## src/rtl/restoring_divider_core.sv

```systemverilog
// Sequential unsigned restoring divider.
// A division is accepted from IDLE on start. One quotient bit is produced per
// clock over WIDTH CALC cycles. A single DONE cycle follows, which pulses done
// and loads the Q/R/dbz result registers.
module restoring_divider_core #(
    parameter int WIDTH = 16,
    parameter int CNT_W = 5
) (
    input  logic             clk,
    input  logic             rst,
    input  logic             start,
    input  logic [WIDTH-1:0] A,
    input  logic [WIDTH-1:0] B,
    output logic [WIDTH-1:0] R,
    output logic [WIDTH-1:0] Q,
    output logic             ready,
    output logic             done,
    output logic             dbz
);

    localparam logic [1:0] S_IDLE = 2'd0;
    localparam logic [1:0] S_CALC = 2'd1;
    localparam logic [1:0] S_DONE = 2'd2;

    logic [1:0]       state;
    logic [WIDTH-1:0] qsr;
    logic [WIDTH-1:0] divisor;
    // The partial remainder is always below the divisor between iterations,
    // so its top bit is structurally zero. Only WIDTH bits are kept. The
    // WIDTH+1-bit form exists only in the shifted value and in the trial.
    logic [WIDTH-1:0] rem;
    logic [CNT_W-1:0] cnt;
    logic             pend_dbz;

    logic [WIDTH:0]   shift_rem;
    logic [WIDTH:0]   trial;
    logic             last_iter;

    // Trial subtraction in WIDTH+1 bits. The MSB set means the divisor did not fit.
    function automatic logic [WIDTH:0] trial_sub(input logic [WIDTH:0]   r,
                                                 input logic [WIDTH-1:0] d);
        return r - {1'b0, d};
    endfunction

    // Shift the remainder and quotient pair left by one, then form the trial difference.
    always_comb begin
        shift_rem = {rem, qsr[WIDTH-1]};
        trial     = trial_sub(shift_rem, divisor);
        last_iter = (cnt == CNT_W'(WIDTH - 1));
    end

    assign ready = (state == S_IDLE);
    assign done  = (state == S_DONE);

    // Sequencing: IDLE accepts, CALC iterates WIDTH times, DONE lasts one cycle.
    always_ff @(posedge clk or negedge rst) begin
        if (!rst) begin
            state <= S_IDLE;
            cnt   <= '0;
        end else begin
            case (state)
                S_IDLE: begin
                    if (start) begin
                        state <= S_CALC;
                        cnt   <= '0;
                    end
                end
                S_CALC: begin
                    cnt <= cnt + CNT_W'(1);
                    if (last_iter) begin
                        state <= S_DONE;
                    end
                end
                S_DONE:  state <= S_IDLE;
                default: state <= S_IDLE;
            endcase
        end
    end

    // Working registers: capture operands on accept, then one restoring step per CALC cycle.
    always_ff @(posedge clk or negedge rst) begin
        if (!rst) begin
            qsr      <= '0;
            divisor  <= '0;
            rem      <= '0;
            pend_dbz <= 1'b0;
        end else begin
            if (state == S_IDLE && start) begin
                qsr      <= A;
                divisor  <= B;
                pend_dbz <= (B == '0);
                rem      <= '0;
            end else if (state == S_CALC) begin
                // A negative trial restores the shifted remainder. That can only
                // happen when the shifted value is below 2^WIDTH, so dropping
                // its top bit is lossless.
                if (trial[WIDTH]) begin
                    rem <= shift_rem[WIDTH-1:0];
                end else begin
                    rem <= trial[WIDTH-1:0];
                end
                qsr <= {qsr[WIDTH-2:0], ~trial[WIDTH]};
            end
        end
    end

    // Result registers: loaded on leaving DONE and held until the next completion.
    always_ff @(posedge clk or negedge rst) begin
        if (!rst) begin
            Q   <= '0;
            R   <= '0;
            dbz <= 1'b0;
        end else if (state == S_DONE) begin
            Q   <= qsr;
            R   <= rem;
            dbz <= pend_dbz;
        end
    end

endmodule

```

## config.mk

```make
export PLATFORM = sky130hd
export DESIGN_NAME = restoring_divider_core
export DESIGN_NICKNAME = d
export VERILOG_FILES = /design/src/rtl/restoring_divider_core.sv
export SDC_FILE = /design/constraint.sdc
export NUM_CORES = 1
export LEC_CHECK = 0
export ABC_CLOCK_PERIOD_IN_PS = 4000
export CAP_MARGIN = 20
export CORE_MARGIN = 2
export CORE_UTILIZATION = 45
export CTS_BUF_LIST = sky130_fd_sc_hd__clkbuf_4 sky130_fd_sc_hd__clkbuf_8
export CTS_CLUSTER_SIZE = 28
export DETAILED_ROUTE_END_ITERATION = 8
export GPL_TIMING_DRIVEN = 0
export PLACE_DENSITY = 0.81
export SYNTH_ARGS = -nofsm -noshare
export SYNTH_HDL_FRONTEND = slang
export SYNTH_SLANG_ARGS = --single-unit
```

## constraint.sdc

```tcl
create_clock -name clk -period 4 [get_ports clk]
set_clock_uncertainty 0.05 [all_clocks]
set_input_delay 0.8 -clock clk [delete_from_list [all_inputs] [get_ports clk]]
set_output_delay 0.8 -clock clk [all_outputs]
set_load 0.02 [all_outputs]
```

==> Yosys cells after proc, flatten, opt, wreduce, memory -nomap -nowiden <==
Cells that the tools add are included.
{ "totals": {"register_bits": 89, "in_bits": 35, "output_inout_bits": 35, "wordCells": 34} }
{ "classes": {"n_addsub": 2, "eq_ne": 5, "n_mux": 10, "bitwise": 1, "n_reduce_logical": 7} }
{ "op_table": {"columns": ["operator", "count"], "rows": [
  ["$mux 16", 5],
  ["$sub 17x16->17", 1],
  ["$logic_not 16->1", 1],
  ["$pmux 5 s2", 1],
  ["$add 5x1->5 const B", 1],
  ["$eq 5x4->1 const B", 1],
  ["$mux 5", 1],
  ["$mux 2", 2],
  ["$ne 2x2->1 const B", 2],
  ["$pmux 2 s2", 1],
  ["$reduce_and 2->1", 2],
  ["$reduce_bool 2->1", 2],
  ["$eq 2x1->1 const B", 1],
  ["$eq 2x2->1 const B", 1],
  ["$logic_not 2->1", 1],
  ["$logic_and 1x1->1", 1],
  ["$not 1->1", 1]
]} }

==> Logic depth before layout (Yosys ltp) <==
Gate-level depths: netlist of the first run.
{ "logic_depth": {"ltp_word": 4, "ltp_mapped": 13, "ltp_nobuf": 12} }

==> Worst setup path before layout of the first run <==
Ideal clock, no wire load.
{ "synth_path": {"path_kind": "reg-to-reg", "startpoint": "reg qsr[15]", "endpoint": "reg rem[5]", "setup_time_ns": 0.083, "arrival_ns": 2.837, "required_ns": 3.867, "path_slack_ns": 1.030, "path_stages_with_launch": 13, "path_buffers": 0, "synth_period_minus_slack_ns": 2.970, "cell_sequence": "dfrtp_1 -> inv_1 -> ha_1 -> inv_1 -> fa_1 -> a21o_1 -> a221oi_2 -> o21ai_4 -> a31oi_4 -> o31ai_4 -> xor2_4 -> mux2_2 -> o21ai_0"} }
{ "synth_between": {"elab_chain_len": 4} }
{ "synth_rtl": {"columns": ["element", "line", "text"], "rows": [
  ["from (decl)", "26", "logic [WIDTH-1:0] qsr;"],
  ["from (signal assigned)", "102", "qsr <= {qsr[WIDTH-2:0], ~trial[WIDTH]};"],
  ["$sub 17x16->17", "42", "return r - {1'b0, d};"],
  ["$mux 16", "97", "if (trial[WIDTH]) begin"],
  ["$mux 16", "93", "end else if (state == S_CALC) begin"],
  ["$mux 16", "88", "if (state == S_IDLE && start) begin"],
  ["to (signal assigned)", "98", "rem <= shift_rem[WIDTH-1:0];"],
  ["to (signal assigned)", "100", "rem <= trial[WIDTH-1:0];"],
  ["to (decl)", "31", "logic [WIDTH-1:0] rem;"]
]} }
Every way passes these cells. The select of a mux whose other input is x is not followed.
A chain may end at the register's enable or synchronous reset.

==> Worst setup path after layout of the first run <==
{ "layout_path": {"startpoint": "reg qsr[15]", "endpoint": "reg rem[7]"} }
Same word-level chain as after synthesis.

==> results of run 1 <==
power by group:
part	switching [uW]	total, uW	internal [uW]
Clock	321	671	350
Combinational	1580	2880	1300
Sequential	241	1510	1270
metal layers:
layer  vias to the layer above  wire (um)
met5                         -          0
met3                        13        602
met2                       117       4780
met1                      1672       4390
met4                         0        120
li1                       1577          -
worst max-delay path, cell delays in order, from the launching register on:
cell	delay, ns
dfrtp_1	0.38
inv_1	0.13
ha_1	0.21
inv_1	0.06
fa_1	0.41
a21o_1	0.22
a221oi_2	0.40
o21ai_4	0.14
a31oi_4	0.27
o31ai_4	0.12
xor2_4	0.41
buf_12	0.21
mux2i_1	0.18
o21ai_1	0.08
sequential cells by signal, indices dropped and copies added, names as in the netlist, 2 cells and up:
signal and cells:
state 2, Q 16, divisor 16, R 16, qsr 16, rem 16
cnt 5
cell type report:
| cell class | count | area (um^2) |
|---|---|---|
| Fill cell | 800 | 3880 |
| Clock buffer | 13 | 173 |
| Buffer | 20 | 91.3 |
| Multi-Input combinational cell | 277 | 1950 |
| Inverter | 22 | 82.6 |
| Timing Repair Buffer | 70 | 716 |
| Tap cell | 129 | 161 |
| Sequential cell | 89 | 2230 |
| Clock inverter | 3 | 47.5 |
cell families after synthesis:
| group | count (synthesis) | share of synthesized area |
|---|---|---|
| DFF | 89 | 0.512 |
| buffers and inverters | 42 | 0.0400 |
| xor gates and xnor gates | 15 | 0.0345 |
| muxes | 47 | 0.117 |
| AOI/OAI and AO/OA | 87 | 0.130 |
| and+or+nand+nor | 109 | 0.110 |
| adders and majority gates | 19 | 0.0564 |
synth_stat cells (2+ instances only):
library cell / count / area (um^2)
and3_1: 3 / 18.8
o21ai_1: 8 / 40.0
nand4_1: 2 / 12.5
nand3_1: 17 / 85.1
a211oi_1: 2 / 15.0
nand2_1: 68 / 255
inv_1: 22 / 82.6
clkbuf_1: 17 / 63.8
mux2_2: 32 / 360
a22oi_1: 15 / 113
nor2_1: 5 / 18.8
o21ai_0: 38 / 190
a21o_1: 2 / 15.0
xnor2_1: 9 / 78.8
dfrtp_1: 89 / 2230
nand2b_1: 4 / 25.0
xor2_1: 5 / 43.8
nor4_1: 4 / 25.0
mux2i_1: 15 / 150
buf_1: 2 / 7.51
and2_1: 3 / 18.8
a21oi_1: 10 / 50.1
ha_1: 18 / 225
through the flow:
stage	TNS, ns	hold WS [ns]	cell area (um^2)	util	worst slack [ns]
4_1_cts	0	0.350	5440	0.584	0.569
2_1_floorplan	0	0.396	4350	-	1.03
3_3_place_gp	-98.91	0.412	5200	0.557	-1.11
3_5_place_dp	0	0.422	5220	0.560	0.604
5_1_grt	0	0.376	5440	0.584	0.431
6_report	0	0.346	5440	0.584	0.587
how the worst min path moves through the flow:
stage | depth (start not counted) | endpoint | slack [ns] | start
2_1_floorplan | 2 | pend_dbz$_DFFE_PN0P_ | 0.40 | pend_dbz$_DFFE_PN0P_
3_3_place_gp | 2 | R[4]$_DFFE_PN0P_ | 0.41 | R[4]$_DFFE_PN0P_
3_5_place_dp | 2 | divisor[0]$_DFFE_PN0P_ | 0.42 | divisor[0]$_DFFE_PN0P_
4_1_cts | 1 | rem[5]$_DFFE_PN0P_ | 0.35 | rst
5_1_grt | 1 | rem[5]$_DFFE_PN0P_ | 0.38 | rst
6_report | 1 | R[2]$_DFFE_PN0P_ | 0.35 | rst
==> run_results.csv, run 1 <==
group,metric,value,unit
finish,nets,543,
cts,htree_levels,3,
placement,port_buffers,69,
finish,antenna_cells,0,
global_route,met3_usage,0.0445,
power_and_ir_drop,p_per_area,930,mW/mm^2
floorplan,boundaryPins,70,
route,dr.first_iter.drc_count,213,
finish,final_cell_mix,"dfrtp_1, nand2_1, clkdlybuf4s50_1",
global_route,top_usage_layer,"met2",
cts,cts_max_path_buffers,2,
route,drcViolationCount,0,
logic_synthesis,synth_edf_count,0,
floorplan,fp.dieH,102,um
finish,finalNonFillerCells,623,
floorplan,chipWidth,102,um
timing,fmax,293,MHz
timing,rsz0062_at_grt,"no",
global_route,grt_max_degree,55,
status,outcome,"finished clean",
power_and_ir_drop,p_leak,0.00230,uW
finish,drive_gt1_frac,0.115,
setup_path,startpoint,"qsr[15]$_DFFE_PN0P_",
setup_path,endpoint_kind,"register",
logic_synthesis,syn_avg_cell_area,10.7,um^2
setup_path,worstPathArrival,3.59,ns
logic_synthesis,async_flop_share,1.00,
setup_path,crit_type,"register to register",
logic_synthesis,netlist_area,0.00435,mm^2
cts,post_cts_resized,0,
power_and_ir_drop,power,5060,uW
timing,worst_pin_slew,0.705,ns
cts,clk_pin_slew_worst_paths,0.09,ns
logic_synthesis,ys_warn_count,0,
placement,place.gp.congestion,0.863,
logic_synthesis,synthDistinctLibCells,41,
floorplan,die-area,0.0105,mm^2
logic_synthesis,synth_ff_type,"dfrtp_1",
global_route,grt_usage,0.202,
timing,relSlewSlack,0.528,
placement,dp_cells,607,
min_path,hp-class,"input pin to asynchronous set/reset pin",
finish,synthToLayoutAreaGrowth,25.2,%
flow_run,drv_cap,0,
setup_path,required,4.17,ns
cts,post_cts_buffers,0,
global_route,grt_pass1_wl,16200,um
setup_path,endpoint,"rem[7]$_DFFE_PN0P_",
setup_path,crit_fanout,10,
global_route,grtUsageMet2,0.332,
route,wl_per_cell,15.9,um
timing,hold_viol_final,0,
floorplan,rows,35,
timing,maxSlewViolCount,0,
cts,ctsRootBufferMaster,"clkbuf_8",
logic_synthesis,synth_fp_nets,462,
logic_synthesis,synth_seq_cells,89,
setup_path,r2r-end,"rem[7]$_DFFE_PN0P_",
cts,cts-buffers-inserted,9,
global_route,grt_pass1_vias,3364,
timing,min_period,3.41,ns
route,dr.pass1.iters,5,
placement,dp_hpwl,7160,um
cts,insertion_delay,0.36,ns
floorplan,start_util,0.466,
cts,cts.sinks,89,
route,drt_wl_total,9890,um
cts,cts_hold_buf,0,
power_and_ir_drop,vdd_drop_max,403,uV
finish,final_common_cell,"dfrtp_1",
logic_synthesis,yosysSeqAreaShare,0.512,
setup_path,reg2regPathDepth,13,
setup_path,rr_startpoint,"qsr[15]$_DFFE_PN0P_",
setup_path,cp-start-kind,"register",
timing,finalSetupViolCount,0,
timing,finalCritPeriodShare,0.853,
logic_synthesis,postSynthCellCount,408,
global_route,met1_usage,0.262,
route,vias,3379,
route,via_per_inst,5.42,
floorplan,core_area,0.00933,mm^2
global_route,antenna_found_initial,0,
global_route,grt_overflow,0,
route,postRouteAntennaNets,0,
cts,cts_tree,"built",
setup_path,worst-r2r-setup-slack,0.59,ns
Power figures use the tool's default switching activity.
==> run 2: changes to the inputs <==
--- a/config.mk
+++ b/config.mk
@@ -8,12 +8,13 @@
 export ABC_CLOCK_PERIOD_IN_PS = 4000
 export CAP_MARGIN = 20
 export CORE_MARGIN = 2
-export CORE_UTILIZATION = 45
+export CORE_UTILIZATION = 49
 export CTS_BUF_LIST = sky130_fd_sc_hd__clkbuf_4 sky130_fd_sc_hd__clkbuf_8
 export CTS_CLUSTER_SIZE = 28
 export DETAILED_ROUTE_END_ITERATION = 8
 export GPL_TIMING_DRIVEN = 0
-export PLACE_DENSITY = 0.81
+export MAX_ROUTING_LAYER = met4
+export PLACE_DENSITY = 0.86
 export SYNTH_ARGS = -nofsm -noshare
 export SYNTH_HDL_FRONTEND = slang
 export SYNTH_SLANG_ARGS = --single-unit
==> run 2 against run 1 <==
Cell area is 0.78% lower. Count of clock-buffer cells in the layout is 3 lower. Global-route usage rose by 2.5 points. Hold slack got worse by 0.027 ns. Register-to-register slack better by 0.02 ns. Total power rose by 0.47%. Sequential share of layout area rose by 0.32 points. Via count rose by 0.68%. Critical path type unchanged. Largest cell class unchanged.
==> run_results.csv, run 2 (synthesis gave the netlist of run 1 again) <==
group,metric,value,unit
placement,dp_hpwl,7250,um
placement,dpl-instance-area,0.00520,mm^2
floorplan,chipWidth,98.2,um
setup_path,critPathSlowestCell,"xor2_4",
power_and_ir_drop,power_frac_seq,0.298,
power_and_ir_drop,power,5090,uW
cts,cts_max_path_buffers,2,
cts,htree_levels,3,
finish,antenna_cells,0,
route,dr.first_iter.drc_count,174,
power_and_ir_drop,internal_power,2880,uW
timing,worst_pin_slew,0.674,ns
cts,cts_hold_buf,0,
setup_path,crit_fanout,10,
timing,finalSetupViolCount,0,
cts,cts-buffers-inserted,9,
global_route,antenna_found_initial,0,
global_route,grt_overflow,0,
finish,final_core_util,0.622,
route,vias,3402,
setup_path,crit_top_cell,"inv_1",
route,postRouteAntennaNets,0,
setup_path,crit_type,"register to register",
status,outcome,"finished clean",
power_and_ir_drop,switching_share,0.434,
floorplan,core_area,0.00868,mm^2
setup_path,required,4.18,ns
timing,finalCritPeriodShare,0.847,
cts,insertion_delay,0.37,ns
floorplan,fp.dieH,98.2,um
power_and_ir_drop,comb_power_share,0.576,
setup_path,cp_slowest_stage_delay,0.41,ns
timing,relSlewSlack,0.549,
global_route,grt_max_degree,60,
route,drcViolationCount,0,
power_and_ir_drop,clkPwrFrac,0.126,
finish,nets,543,
floorplan,start_util,0.501,
setup_path,endpoint_kind,"register",
cts,clk_pin_slew_worst_paths,0.09,ns
finish,drive_gt1_frac,0.115,
finish,final_common_cell,"dfrtp_1",
route,wl_per_cell,17.0,um
setup_path,worstPathArrival,3.57,ns
power_and_ir_drop,vdd_drop_max,544,uV
finish,synthToLayoutAreaGrowth,24.3,%
power_and_ir_drop,p_leak,0.00230,uW
power_and_ir_drop,switching_power,2210,uW
route,drt_wl_total,10200,um
timing,whs,0.319,ns
timing,maxSlewViolCount,0,
route,dr.pass1.iters,5,
route,via_per_inst,5.65,
cts,cts.sinks,89,
floorplan,rows,34,
floorplan,die-area,0.00964,mm^2
global_route,grt_usage,0.227,
finish,final_cell_mix,"dfrtp_1, nand2_1, clkdlybuf4s50_1",
cts,post_cts_resized,0,
cts,cts_tree,"built",
timing,fmax,295,MHz
finish,stdcell_area,0.00540,mm^2
min_path,hp-class,"input pin to asynchronous set/reset pin",
global_route,grt_pass1_wl,17000,um
placement,dp_cells,586,
setup_path,crit_chain,"inv_1 > ha_1 > inv_1 > fa_1 > a21o_1 > a221oi_2 > o21ai_4 > a31oi_4 > o31ai_4 > xor2_4 > buf_12 > mux2i_1 > o21ai_1",
power_and_ir_drop,p_per_area,942,mW/mm^2
cts,ctsRootBufferMaster,"clkbuf_8",
global_route,grt_pass1_vias,3581,
floorplan,boundaryPins,70,
timing,hold_viol_final,0,
timing,rsz0062_at_grt,"no",
placement,port_buffers,69,
setup_path,cp-start-kind,"register",
cts,post_cts_buffers,0,
flow_run,drv_cap,0,
finish,finalNonFillerCells,602,
placement,place.gp.congestion,0.927,
timing,min_period,3.39,ns
## run 2: through the flow
stage                     setup slack [ns]  TNS [ns]
after floorplan                       1.03         0
after global placement               -1.01    -89.66
after detailed placement             0.639         0
after CTS                            0.605         0
after global routing                 0.389         0
final                                0.610         0
## run 2: path summary, 6_finish.rpt
check	startpoint	to	slack, ns	depth (start not counted)
setup reg to reg	qsr[15]$_DFFE_PN0P_	rem[11]$_DFFE_PN0P_	0.61	13
hold reg to reg	divisor[0]$_DFFE_PN0P_	divisor[0]$_DFFE_PN0P_	0.44	2
hold / removal	rst	rem[4]$_DFFE_PN0P_	0.32	1
max in group asynchronous	rst	cnt[2]$_DFFE_PN0P_	2.97	2
min in group clk	divisor[0]$_DFFE_PN0P_	divisor[0]$_DFFE_PN0P_	0.44	2
setup / recovery	qsr[15]$_DFFE_PN0P_	rem[11]$_DFFE_PN0P_	0.61	13
## run 2: power groups by stage
stage / clock network [uW] / registers [uW] / logic (uW)
3_3_place_gp: 0 / 1500 / 2740
5_1_grt: 683 / 1560 / 3230
3_5_place_dp: 0 / 1530 / 2890
6_report: 640 / 1520 / 2930
2_1_floorplan: 0 / 1530 / 2140
4_1_cts: 651 / 1510 / 2920
## run 2: worst max-delay path: cells and delay by family, from the launching register on
kind,cells,cell delay (ns)
AO/OA/AOI/OAI,6,1.23
XOR/XNOR,1,0.41
adder cells (fa/ha/maj),2,0.58
buffers and inverters,3,0.40
flip-flops,1,0.37
multiplexers,1,0.21
## run 2: routing by layer
layer / global-route usage / routed length (um) / up-vias
met3: 0.0365 / 498 / 24
met2: 0.365 / 5090 / 114
met4: 0.0991 / 227 / 0
met5: - / 0 / -
met1: 0.287 / 4400 / 1682
li1: - / - / 1582
## run 2: area by class of cell
cell class | count | area, um^2
Timing Repair Buffer | 70 | 716
Fill cell | 708 | 3280
Clock inverter | 6 | 66.3
Sequential cell | 89 | 2230
Clock buffer | 10 | 138
Inverter | 22 | 82.6
Tap cell | 108 | 135
Buffer | 20 | 91.3
Multi-Input combinational cell | 277 | 1950
